<file path="src/rtl/mem_refill_arbiter_pkg.sv">
// Shared types for the memory refill arbiter: FSM states and owner encoding.
package mem_refill_arbiter_pkg;

  typedef enum logic [1:0] {
    IDLE,
    REQ,
    RD_BURST,
    WR_BURST
  } mem_arb_state_t;

  typedef enum logic {
    OWNER_IC,
    OWNER_DC
  } mem_owner_t;

endpackage

</file>
<file path="src/rtl/mem_refill_arbiter_picker.sv">
// Combinational owner picker for the memory refill arbiter.
// Build option: MEM_ARB_FAIR_EN selects round-robin between the two caches;
// when undefined the D-cache has fixed priority on a tie.
module mem_arb_picker
  import mem_refill_arbiter_pkg::*;
(
  input  logic       ic_valid,
  input  logic       dc_valid,
  input  mem_owner_t last_owner,
  output logic       grant_valid,
  output mem_owner_t grant_owner
);

`ifndef MEM_ARB_FAIR_EN
  // last_owner only matters for round-robin; keep it visibly consumed.
  logic unused_last_owner;
  assign unused_last_owner = last_owner;
`endif

  // Choose which requester owns the next burst.
  always_comb begin
    // NOTE: every output gets a default first so no path leaves it unassigned (no latch).
    grant_valid = ic_valid | dc_valid;
    grant_owner = OWNER_IC;
`ifdef MEM_ARB_FAIR_EN
    if (ic_valid && dc_valid) begin
      grant_owner = (last_owner == OWNER_IC) ? OWNER_DC : OWNER_IC;
    end else if (dc_valid) begin
      grant_owner = OWNER_DC;
    end
`else
    if (dc_valid) begin
      grant_owner = OWNER_DC;
    end
`endif
  end

endmodule

</file>
<file path="src/rtl/mem_refill_arbiter.sv">
// Shares one external memory port between I-cache refills and D-cache
// refills/writebacks, one line burst at a time.
// Build option: MEM_ARB_FAIR_EN (round-robin instead of D-cache priority),
// handled entirely inside mem_arb_picker.
module mem_refill_arbiter
  import mem_refill_arbiter_pkg::*;
#(
  parameter int ADDR_W     = 26,
  parameter int DATA_W     = 32,
  parameter int LINE_WORDS = 4
) (
  input  logic              clk,
  input  logic              rst_n,
  input  logic              ic_req_valid,
  input  logic [ADDR_W-1:0] ic_req_addr,
  output logic              ic_req_ready,
  output logic [DATA_W-1:0] ic_rdata,
  output logic              ic_rdata_valid,
  input  logic              dc_req_valid,
  input  logic              dc_req_write,
  input  logic [ADDR_W-1:0] dc_req_addr,
  output logic              dc_req_ready,
  input  logic [DATA_W-1:0] dc_wdata,
  output logic              dc_wdata_ready,
  output logic [DATA_W-1:0] dc_rdata,
  output logic              dc_rdata_valid,
  output logic              mem_req_valid,
  output logic              mem_req_write,
  output logic [ADDR_W-1:0] mem_req_addr,
  input  logic              mem_req_ready,
  output logic [DATA_W-1:0] mem_wdata,
  output logic              mem_wdata_valid,
  input  logic              mem_wdata_ready,
  input  logic [DATA_W-1:0] mem_rdata,
  input  logic              mem_rdata_valid,
  output logic              busy
);

  localparam int CNT_W = $clog2(LINE_WORDS);
  localparam logic [CNT_W-1:0] LAST_BEAT = CNT_W'(LINE_WORDS - 1);

  mem_arb_state_t    state_q, state_d;
  mem_owner_t        owner_q, owner_d;
  mem_owner_t        last_owner_q, last_owner_d;
  logic [ADDR_W-1:0] addr_q, addr_d;
  logic              write_q, write_d;
  logic [CNT_W-1:0]  cnt_q, cnt_d;

  logic       grant_valid;
  mem_owner_t grant_owner;

  mem_arb_picker u_picker (
    .ic_valid    (ic_req_valid),
    .dc_valid    (dc_req_valid),
    .last_owner  (last_owner_q),
    .grant_valid (grant_valid),
    .grant_owner (grant_owner)
  );

  // State register; reset abandons any burst in flight.
  always_ff @(posedge clk) begin
    // NOTE: non-blocking assignments so every flop samples pre-edge values.
    if (!rst_n) begin
      state_q      <= IDLE;
      owner_q      <= OWNER_IC;
      last_owner_q <= OWNER_IC;
      addr_q       <= '0;
      write_q      <= 1'b0;
      cnt_q        <= '0;
    end else begin
      state_q      <= state_d;
      owner_q      <= owner_d;
      last_owner_q <= last_owner_d;
      addr_q       <= addr_d;
      write_q      <= write_d;
      cnt_q        <= cnt_d;
    end
  end

  // Next-state: grant, hold request, count beats, return to IDLE after last beat.
  always_comb begin
    state_d      = state_q;
    owner_d      = owner_q;
    last_owner_d = last_owner_q;
    addr_d       = addr_q;
    write_d      = write_q;
    cnt_d        = cnt_q;
    unique case (state_q)
      IDLE: begin
        if (grant_valid) begin
          owner_d      = grant_owner;
          last_owner_d = grant_owner;
          if (grant_owner == OWNER_DC) begin
            addr_d  = dc_req_addr;
            write_d = dc_req_write;
          end else begin
            addr_d  = ic_req_addr;
            write_d = 1'b0;
          end
          state_d = REQ;
        end
      end
      REQ: begin
        if (mem_req_ready) begin
          cnt_d   = '0;
          state_d = write_q ? WR_BURST : RD_BURST;
        end
      end
      RD_BURST: begin
        if (mem_rdata_valid) begin
          cnt_d = cnt_q + CNT_W'(1);
          if (cnt_q == LAST_BEAT) state_d = IDLE;
        end
      end
      WR_BURST: begin
        if (mem_wdata_ready) begin
          cnt_d = cnt_q + CNT_W'(1);
          if (cnt_q == LAST_BEAT) state_d = IDLE;
        end
      end
      default: state_d = IDLE;
    endcase
  end

  // Outputs: grant pulses, request presentation and beat steering by state.
  always_comb begin
    ic_req_ready    = 1'b0;
    dc_req_ready    = 1'b0;
    ic_rdata        = '0;
    ic_rdata_valid  = 1'b0;
    dc_rdata        = '0;
    dc_rdata_valid  = 1'b0;
    dc_wdata_ready  = 1'b0;
    mem_req_valid   = 1'b0;
    mem_req_write   = 1'b0;
    mem_req_addr    = '0;
    mem_wdata       = '0;
    mem_wdata_valid = 1'b0;
    busy            = (state_q != IDLE);
    unique case (state_q)
      IDLE: begin
        // A grant made while reset is asserted would not be latched, so suppress it.
        ic_req_ready = rst_n && grant_valid && (grant_owner == OWNER_IC);
        dc_req_ready = rst_n && grant_valid && (grant_owner == OWNER_DC);
      end
      REQ: begin
        mem_req_valid = 1'b1;
        mem_req_write = write_q;
        mem_req_addr  = addr_q;
      end
      RD_BURST: begin
        if (owner_q == OWNER_IC) begin
          ic_rdata       = mem_rdata;
          ic_rdata_valid = mem_rdata_valid;
        end else begin
          dc_rdata       = mem_rdata;
          dc_rdata_valid = mem_rdata_valid;
        end
      end
      WR_BURST: begin
        mem_wdata       = dc_wdata;
        mem_wdata_valid = 1'b1;
        dc_wdata_ready  = mem_wdata_ready;
      end
      default: ;
    endcase
  end

endmodule

</file>
<file path="config.mk">
export PLATFORM = sky130hd
export DESIGN_NAME = mem_refill_arbiter
export DESIGN_NICKNAME = d
export VERILOG_FILES = /design/src/rtl/mem_refill_arbiter_pkg.sv /design/src/rtl/mem_refill_arbiter_picker.sv /design/src/rtl/mem_refill_arbiter.sv
export SDC_FILE = /design/constraint.sdc
export NUM_CORES = 1
export LEC_CHECK = 0
export CAP_MARGIN = 20
export CORE_ASPECT_RATIO = 1.75
export CORE_MARGIN = 5
export CORE_UTILIZATION = 32
export CTS_CLUSTER_DIAMETER = 50
export CTS_CLUSTER_SIZE = 24
export DETAILED_ROUTE_END_ITERATION = 16
export PLACE_DENSITY = 0.93
export SETUP_SLACK_MARGIN = 0.5
export SYNTH_ARGS = -nofsm -noshare
export SYNTH_HDL_FRONTEND = slang
export SYNTH_SLANG_ARGS = --single-unit
</file>
<file path="constraint.sdc">
create_clock -name clk -period 4.04 [get_ports clk]
set_clock_uncertainty 0.2 [all_clocks]
set_input_delay 1.01 -clock clk [delete_from_list [all_inputs] [get_ports clk]]
set_output_delay 1.01 -clock clk [all_outputs]
set_load 0.005 [all_outputs]
</file>
### Word-level counts from Yosys, hierarchy flattened

Cells that the tools add are included.
Widths: inputs -> output; s select.

| cells by class | value |
|---|---|
| add/subtract/negate cells | 1 |
| equal/unequal tests | 8 |
| muxes and demuxes | 30 |
| bitwise gates (word level) | 2 |
| reduce and logical (&&, ||, !) cells | 9 |

Operator list:

| cell | count |
|---|---|
| $mux 32 | 5 |
| $mux 26 | 2 |
| $mux 2 | 8 |
| $mux 1 | 13 |
| $ne 2x2->1 const B | 4 |
| $pmux 2 s4 | 1 |
| $reduce_and 4->1 | 2 |
| $eq 2x2->1 const B | 3 |
| $pmux 2 s3 | 1 |
| $logic_and 1x1->1 | 3 |
| $reduce_bool 3->1 | 1 |
| $add 2x1->2 const B | 1 |
| $eq 2x1->1 const B | 1 |
| $logic_not 2->1 | 1 |
| $reduce_and 2->1 | 1 |
| $reduce_bool 2->1 | 1 |
| $not 1->1 | 1 |
| $or 1x1->1 | 1 |

| word-level totals | value |
|---|---|
| register bits after elaboration | 32 |
| input bits | 124 |
| output and inout bits | 131 |
| logic and storage cells | 55 |

### Logic depth before layout (Yosys ltp)

Gate-level depths: netlist (run 1).

| depth | value |
|---|---|
| word-level depth | 4 |
| mapped depth | 6 |
| depth with buffers taken out | 4 |

### By module

From an unflattened synthesis (run 1), not the netlist that was laid out.

| unflattened totals | value |
|---|---|
| cell total of the unflattened synthesis | 270 |
| area, all modules | 2280.9 µm² |

By module, submodules not included:

| module | times used | cells each | area each (µm²) | sequential area each (µm²) |
|---|---|---|---|---|
| mem_refill_arbiter | 1 | 268 | 2267.2 | 640.6 |
| mem_arb_picker | 1 | 2 | 13.8 | 0.0 |

### Least setup slack after synthesis (run 1)

Ideal clock, no wire load.

| timing | value |
|---|---|
| path type | in2out |
| start point | input port rst_n |
| end point | output port dc_req_ready |
| data arrival time | 1.639 ns |
| data required time | 2.830 ns |
| path slack | 1.191 ns |
| stages | 4 |
| path buffers | 2 |
| cell sequence | clkbuf_1 -> inv_1 -> buf_2 -> nor2_1 |

| on the way | value |
|---|---|
| longest elaborated chain between the ends | 3 |

RTL lines:

| what | RTL line | text |
|---|---|---|
| from (decl) | mem_refill_arbiter.sv:13 | `input logic rst_n,` |
| $logic_and 1x1->1 (2 in a row) | mem_refill_arbiter.sv:144 | `dc_req_ready = rst_n && grant_valid && (grant_owner == OWNER_DC);` |
| $mux 1 | mem_refill_arbiter.sv:140 | `unique case (state_q)` |
| to (decl) | mem_refill_arbiter.sv:22 | `output logic dc_req_ready,` |

No other way between the ends.

### Worst setup path after layout (run 1)

Ends and elaborated chain as after synthesis.

==> results of run 1 <==
## metal layers
layer  up-vias  share of wire (%)
met3        24                 12
met4         4                2.7
li1       1534                  -
met5         -               0.21
met1      1419                 33
met2       191                 52
## what timing repair did
| item | in CTS | in global routing |
|---|---|---|
| resized for setup | 1 | 0 |
| setup endpoints to repair | 1 | 0 |
| endpoints found under the hold margin | 0 | 0 |
## metrics by stage
step / instance area [µm²] / util [%] / instances / hold slack, ns / worst slack, ns
after floorplan: 2560 / - / 305 / 0.262 / 1.19
after global placement: 5080 / 64.7 / 625 / 0.272 / 0.432
after detailed placement: 5080 / 64.7 / 625 / 0.282 / 0.434
after CTS: 5250 / 66.9 / 633 / 0.295 / 0.617
after global routing: 5250 / 66.9 / 633 / 0.314 / 0.564
final: 5250 / 66.9 / 633 / 0.297 / 0.614
## worst max-delay path by stage
stage / startpoint / to / slack, ns / cells after the start
after global placement: rst_n / ic_req_ready / 0.43 / 4
after detailed placement: rst_n / ic_req_ready / 0.43 / 4
after CTS: rst_n / dc_req_ready / 0.62 / 4
final: rst_n / dc_req_ready / 0.61 / 4
after floorplan: rst_n / dc_req_ready / 1.19 / 4
after global routing: rst_n / dc_req_ready / 0.56 / 4
## sequential cells by signal (all words and copies together) (netlist names)
signal   count
write_q      1
owner_q      1
addr_q      26
cnt_q        2
state_q      2
## critical path, delay by kind of cell
family	cells	cell delay, ns
buffers and inverters	3	1.08
AND/OR/NAND/NOR	1	0.12
## synth_stat cells (2+ instances only)
cell and count:
and2_1 94, and3_1 33, dfxtp_1 32, mux2i_1 26, a21oi_1 20, a211oi_2 17, buf_2 17, nand3_1 12
o211a_1 9, clkbuf_1 7, buf_6 5, nand2_1 4, buf_4 3, nand4b_1 3, nor2_1 2, o211ai_1 2
o21ai_0 2
## area by class of cell
| class | instances | area, µm² |
|---|---|---|
| Clock buffer | 5 | 125 |
| Clock inverter | 3 | 42.5 |
| Fill cell | 642 | 2600 |
| Inverter | 2 | 7.51 |
| Multi-Input combinational cell | 238 | 1720 |
| Sequential cell | 32 | 641 |
| Tap cell | 90 | 113 |
| Timing Repair Buffer | 263 | 2600 |
## power by group
part           internal (mW)  switching, mW  leakage [nW]  total [mW]
clock                  0.289          0.136        0.0798       0.425
sequential             0.353         0.0182         0.265       0.371
combinational          0.258          0.176          1.87       0.434
total                  0.899          0.330          2.21        1.23
## kinds of logic after synthesis
kind of cell,synth area share [%]
compound gates,17.5
fa+ha+maj,0.488
buf+inv,7.86
flops,25.0
mux,10.6
simple gates,38.5
## placed cells by master, fill, tap and decap left out, drive strengths merged, types with 2 or more instances in the layout
master | synthesis | final
buf | 26 | 10
nor2 | 4 | 4
o211a | 9 | 9
o21ai | 3 | 3
a211oi | 18 | 18
dfxtp | 32 | 32
mux2i | 26 | 26
nand4b | 3 | 3
clkdlybuf4s50 | 0 | 252
and2 | 94 | 94
a21oi | 20 | 20
and3 | 33 | 33
nand3 | 12 | 12
inv | 2 | 2
o211ai | 2 | 2
clkbuf | 7 | 5
nand2 | 4 | 4
==> flow_summary_export.csv, run 1 <==
group,metric,value,unit
route,vias,3172,
power,ir_drop,259,µV
placed_design,portBuffers,254,
setup_path,reg2reg_to,"addr_q[18]$_SDFFE_PN0P_",
clocking,cts-buffers-inserted,5,
floorplanning,die_area,0.00996,mm²
grt,grtUsageMet3,8.75,%
clocking,hold_buffers,0,
clocking,htree_levels,2,
setup_path,critPathMaxStageDelay,0.53,ns
grt,overflow,0,
clocking,cts_root_buf,"clkbuf_16",
grt,grt_first_pass_wirelength,16900,µm
synth,syn_nets,430,
job,drv_cap,0,
synth,syn-cell-area,0.00256,mm²
setup_path,cp_common_cell,"clkdlybuf4s50_1",
clocking,clk_path_buf_depth,2,
setup_path,cp_max_fo,3,
setup_path,required,2.83,ns
setup_path,worst_ep_arrival_time,2.22,ns
clocking,clk_pin_slew_worst_paths,0.05,ns
grt,track_usage,20.9,%
grt,top_usage_layer,"met2",
sta,maxSlewViolCount,0,
setup_path,rr_worst_depth,5,
setup_path,cp-end-kind,"primary output",
grt,met2_usage,40.3,%
route,wirelength,11200,µm
floorplanning,ios,255,
synth,synth_seq_area_share,25.0,%
sta,rsz0062_at_grt,"false",
synth,synth_enable_flop_cells,0,
min_path,min_path_cells,1,
synth,syn_area_per_cell,8.40,µm²
run_status,status,"complete, no violations",
setup_path,rr_startpoint,"state_q[1]$_SDFFE_PN0P_",
min_path,hold_path.class,"reg2reg",
power,power.leakage,2.21,nW
synth,ys_types,34,
setup_path,start_kind,"input port",
route,antenna_left,0,
synth,synthCells,305,
placed_design,gp_congestion,0.895,
sta,finalSetupViolations,0,
power,p_per_area,234,mW/mm²
synth,synth_ff_type,"dfxtp_1",
finish,drive_above_1_share,7.37,%
clocking,clock-sinks,32,
placed_design,hpwl,9220,µm
grt,antenna_found_initial,2,
floorplanning,die_y,128,µm
clocking,tritoncts,"yes",
setup_path,reg2reg_slack,2.31,ns
floorplanning,core,0.00786,mm²
sta,clock.fmax,0.292,GHz
synth,synthTopCellsByArea,"dfxtp_1 25%, and2_1 23%, mux2i_1 10%, a211oi_2 8.3%, and3_1 8.1%",
sta,worst_pin_slew,0.987,ns
min_path,hp-start,"addr_q[5]$_SDFFE_PN0P_",
sta,slew_headroom,34.2,%
finish,nets,667,
grt,grt_max_degree,46,
route,dr.pass1.iters,5,
synth,yosysWarningCount,0,
setup_path,critical_path_class,"in2out",
floorplanning,std_cell_rows,43,
floorplanning,start_util,32.6,%
synth,synth-seq-cells,32,
grt,grt_use_met1,19.4,%
synth,synthArstFlopShare,0,%
setup_path,path_cells,"clkdlybuf4s50_1 -> inv_1 -> nor2_1 -> clkdlybuf4s50_1",
finish,diodes,0,
floorplanning,fp.dieW,77.6,µm
route,drc,0,
power,p_total,1.23,mW
sta,period_share,84.8,%
clocking,post-cts-setup-buffer-count,0,
sta,hold_violations,0,
setup_path,cp_slowest_cell,"clkdlybuf4s50_1",
clocking,clk_latency,0.27,ns
route,drt_iter0_drc,98,
sta,tns,0,ns
synth,yosys.area.top_type,"dfxtp_1",
sta,finalCriticalPeriod,3.43,ns
min_path,min_to,"addr_q[5]$_SDFFE_PN0P_",
route,via_per_inst,5.01,
grt,grt_pass1_vias,3232,
finish,syn2layout_area_growth,105,%
route,wl_per_cell,17.7,µm
synth,yosysTopAreaCellShare,25.0,%
(Power assumes the default switching activity.)
==> run 2: changes to the inputs <==
--- a/config.mk
+++ b/config.mk
@@ -8,11 +8,11 @@
 export CAP_MARGIN = 20
 export CORE_ASPECT_RATIO = 1.75
 export CORE_MARGIN = 5
-export CORE_UTILIZATION = 32
+export CORE_UTILIZATION = 30
 export CTS_CLUSTER_DIAMETER = 50
 export CTS_CLUSTER_SIZE = 24
 export DETAILED_ROUTE_END_ITERATION = 16
-export PLACE_DENSITY = 0.93
+export PLACE_DENSITY = 0.88
 export SETUP_SLACK_MARGIN = 0.5
 export SYNTH_ARGS = -nofsm -noshare
 export SYNTH_HDL_FRONTEND = slang
==> constraint.sdc (replaced) <==
create_clock -name clk -period 3.4 [get_ports clk]
set_clock_uncertainty 0.2 [all_clocks]
set_input_delay 0.85 -clock clk [delete_from_list [all_inputs] [get_ports clk]]
set_output_delay 0.85 -clock clk [all_outputs]
set_load 0.005 [all_outputs]
==> run 2 against run 1 <==
Sequential share of layout area fell by 0.051 points. Register-to-register slack worse by 0.73 ns. Hold slack got worse by 0.0056 ns. Largest cell class unchanged. Highest routed layer is now met4. Core utilization down 3.2 points. Total power grew 13%. Global-route usage up 0.48 points.
==> flow_summary_export.csv, run 2 (synthesis results as in run 1) <==
group,metric,value,unit
route,vias,3236,
route,drc,0,
min_path,hold_path.class,"reg2reg",
finish,diodes,0,
route,wirelength,12400,µm
placed_design,place_inst,651,
power,ir_drop,252,µV
clocking,clk_latency,0.28,ns
sta,worst_pin_slew,0.524,ns
sta,period_share,87.5,%
route,via_per_inst,4.89,
grt,overflow,0,
setup_path,required,2.35,ns
sta,rsz0062_at_grt,"true",
sta,slew_headroom,65.1,%
sta,timing.hold.ws,0.291,ns
finish,final_common_cell,"clkdlybuf4s50_1",
job,drv_cap,0,
clocking,tritoncts,"yes",
finish,fin_cells,662,
sta,worst_slack,0.425,ns
power,p_total,1.39,mW
route,antenna_left,0,
floorplanning,fp.dieW,79.8,µm
grt,track_usage,21.4,%
clocking,clock-sinks,32,
power,p_per_area,263,mW/mm²
clocking,cts-buffers-inserted,5,
setup_path,cp-end-kind,"primary output",
finish,syn2layout_area_growth,107,%
clocking,htree_levels,2,
placed_design,hpwl,9860,µm
sta,clock.fmax,0.336,GHz
floorplanning,start_util,30.8,%
finish,drive_above_1_share,8.78,%
power,power.leakage,3.05,nW
finish,fin_area,0.00529,mm²
clocking,clk_pin_slew_worst_paths,0.06,ns
sta,maxSlewViolCount,0,
finish,largest_registers,"addr_q (26), cnt_q (2), state_q (2)",
clocking,hold_buffers,0,
grt,grt_max_degree,43,
route,wl_per_cell,18.8,µm
placed_design,portBuffers,254,
floorplanning,die_y,132,µm
sta,finalSetupViolations,0,
grt,grt_first_pass_wirelength,17800,µm
setup_path,worst_ep_arrival_time,1.92,ns
grt,antenna_found_initial,0,
floorplanning,std_cell_rows,44,
placed_design,pre_cts_slack,0.136,ns
floorplanning,ios,255,
sta,tns,0,ns
sta,hold_violations,0,
setup_path,cp_max_fo,3,
placed_design,placed_area,0.00512,mm²
setup_path,start_kind,"input port",
finish,layout_common_cells,"153 x clkdlybuf4s50_1, 94 x and2_1, 72 x dlygate4sd2_1, 32 x and3_1, 30 x dfxtp_1",
placed_design,gp_congestion,0.808,
grt,grt_pass1_vias,3268,
clocking,cts_root_buf,"clkbuf_16",
setup_path,reg2reg_slack,1.58,ns
floorplanning,die_area,0.0106,mm²
setup_path,critical_path_class,"in2out",
route,dr.pass1.iters,4,
floorplanning,core,0.00831,mm²
finish,nets,671,
finish,postLayoutCoreUtil,63.7,%
clocking,clk_path_buf_depth,2,
finish,largest_register_ffs,26,
run_status,status,"complete, no violations",
finish,regMostFlops,"addr_q",
sta,finalCriticalPeriod,2.97,ns
route,drt_iter0_drc,118,
[run 2: cell count changes in the layout (fill, tap and decap cells not counted), moves of 2 or more]
| cell | before | now |
|---|---|---|
| dlymetal6s2s_1 | 0 | 27 |
| clkdlybuf4s50_1 | 252 | 153 |
| dfxtp_2 | 0 | 2 |
| dfxtp_1 | 32 | 30 |
| dlygate4sd2_1 | 1 | 72 |
| buf_6 | 0 | 2 |
[run 2: final cells by class]
cell class | instances | area [µm²]
Tap cell | 115 | 144
Sequential cell | 32 | 643
Fill cell | 710 | 3020
Multi-Input combinational cell | 239 | 1740
Clock buffer | 5 | 125
Clock inverter | 3 | 18.8
Timing Repair Buffer | 266 | 2610
Inverter | 2 | 7.51
[run 2: power by group]
group	switching (mW)	leakage [nW]	internal, mW
clock	0.172	0.0736	0.270
combinational	0.210	2.71	0.292
sequential	0.0284	0.266	0.419
[run 2: critical path: stages]
cell	delay, ns
clkdlybuf4s50_1	0.47
inv_1	0.07
nor4_2	0.26
dlygate4sd2_1	0.27
[run 2: path summary, 6_finish.rpt]
kind / startpoint / to / cells past startpoint
worst max register to register: state_q[1]$_SDFFE_PN0P_ / addr_q[21]$_SDFFE_PN0P_ / 4
worst max-delay path: rst_n / ic_req_ready / 4
worst min register to register: addr_q[25]$_SDFFE_PN0P_ / addr_q[25]$_SDFFE_PN0P_ / 1
worst min-delay path: addr_q[25]$_SDFFE_PN0P_ / addr_q[25]$_SDFFE_PN0P_ / 1
[run 2: layer usage]
layer / vias up / track usage, % / wire, µm
met5: - / 0 / 0
met4: 0 / 6.95 / 331
met3: 22 / 8.96 / 1490
met2: 177 / 40.1 / 6480
met1: 1489 / 20.5 / 4130
li1: 1548 / - / -
[run 2: repair_timing]
item / in CTS / in global routing
gates resized for setup: 80 / 29
cloned: 0 / 1
pin swaps: 0 / 0
buffers inserted: 0 / 2
setup endpoints to repair: 129 / 57
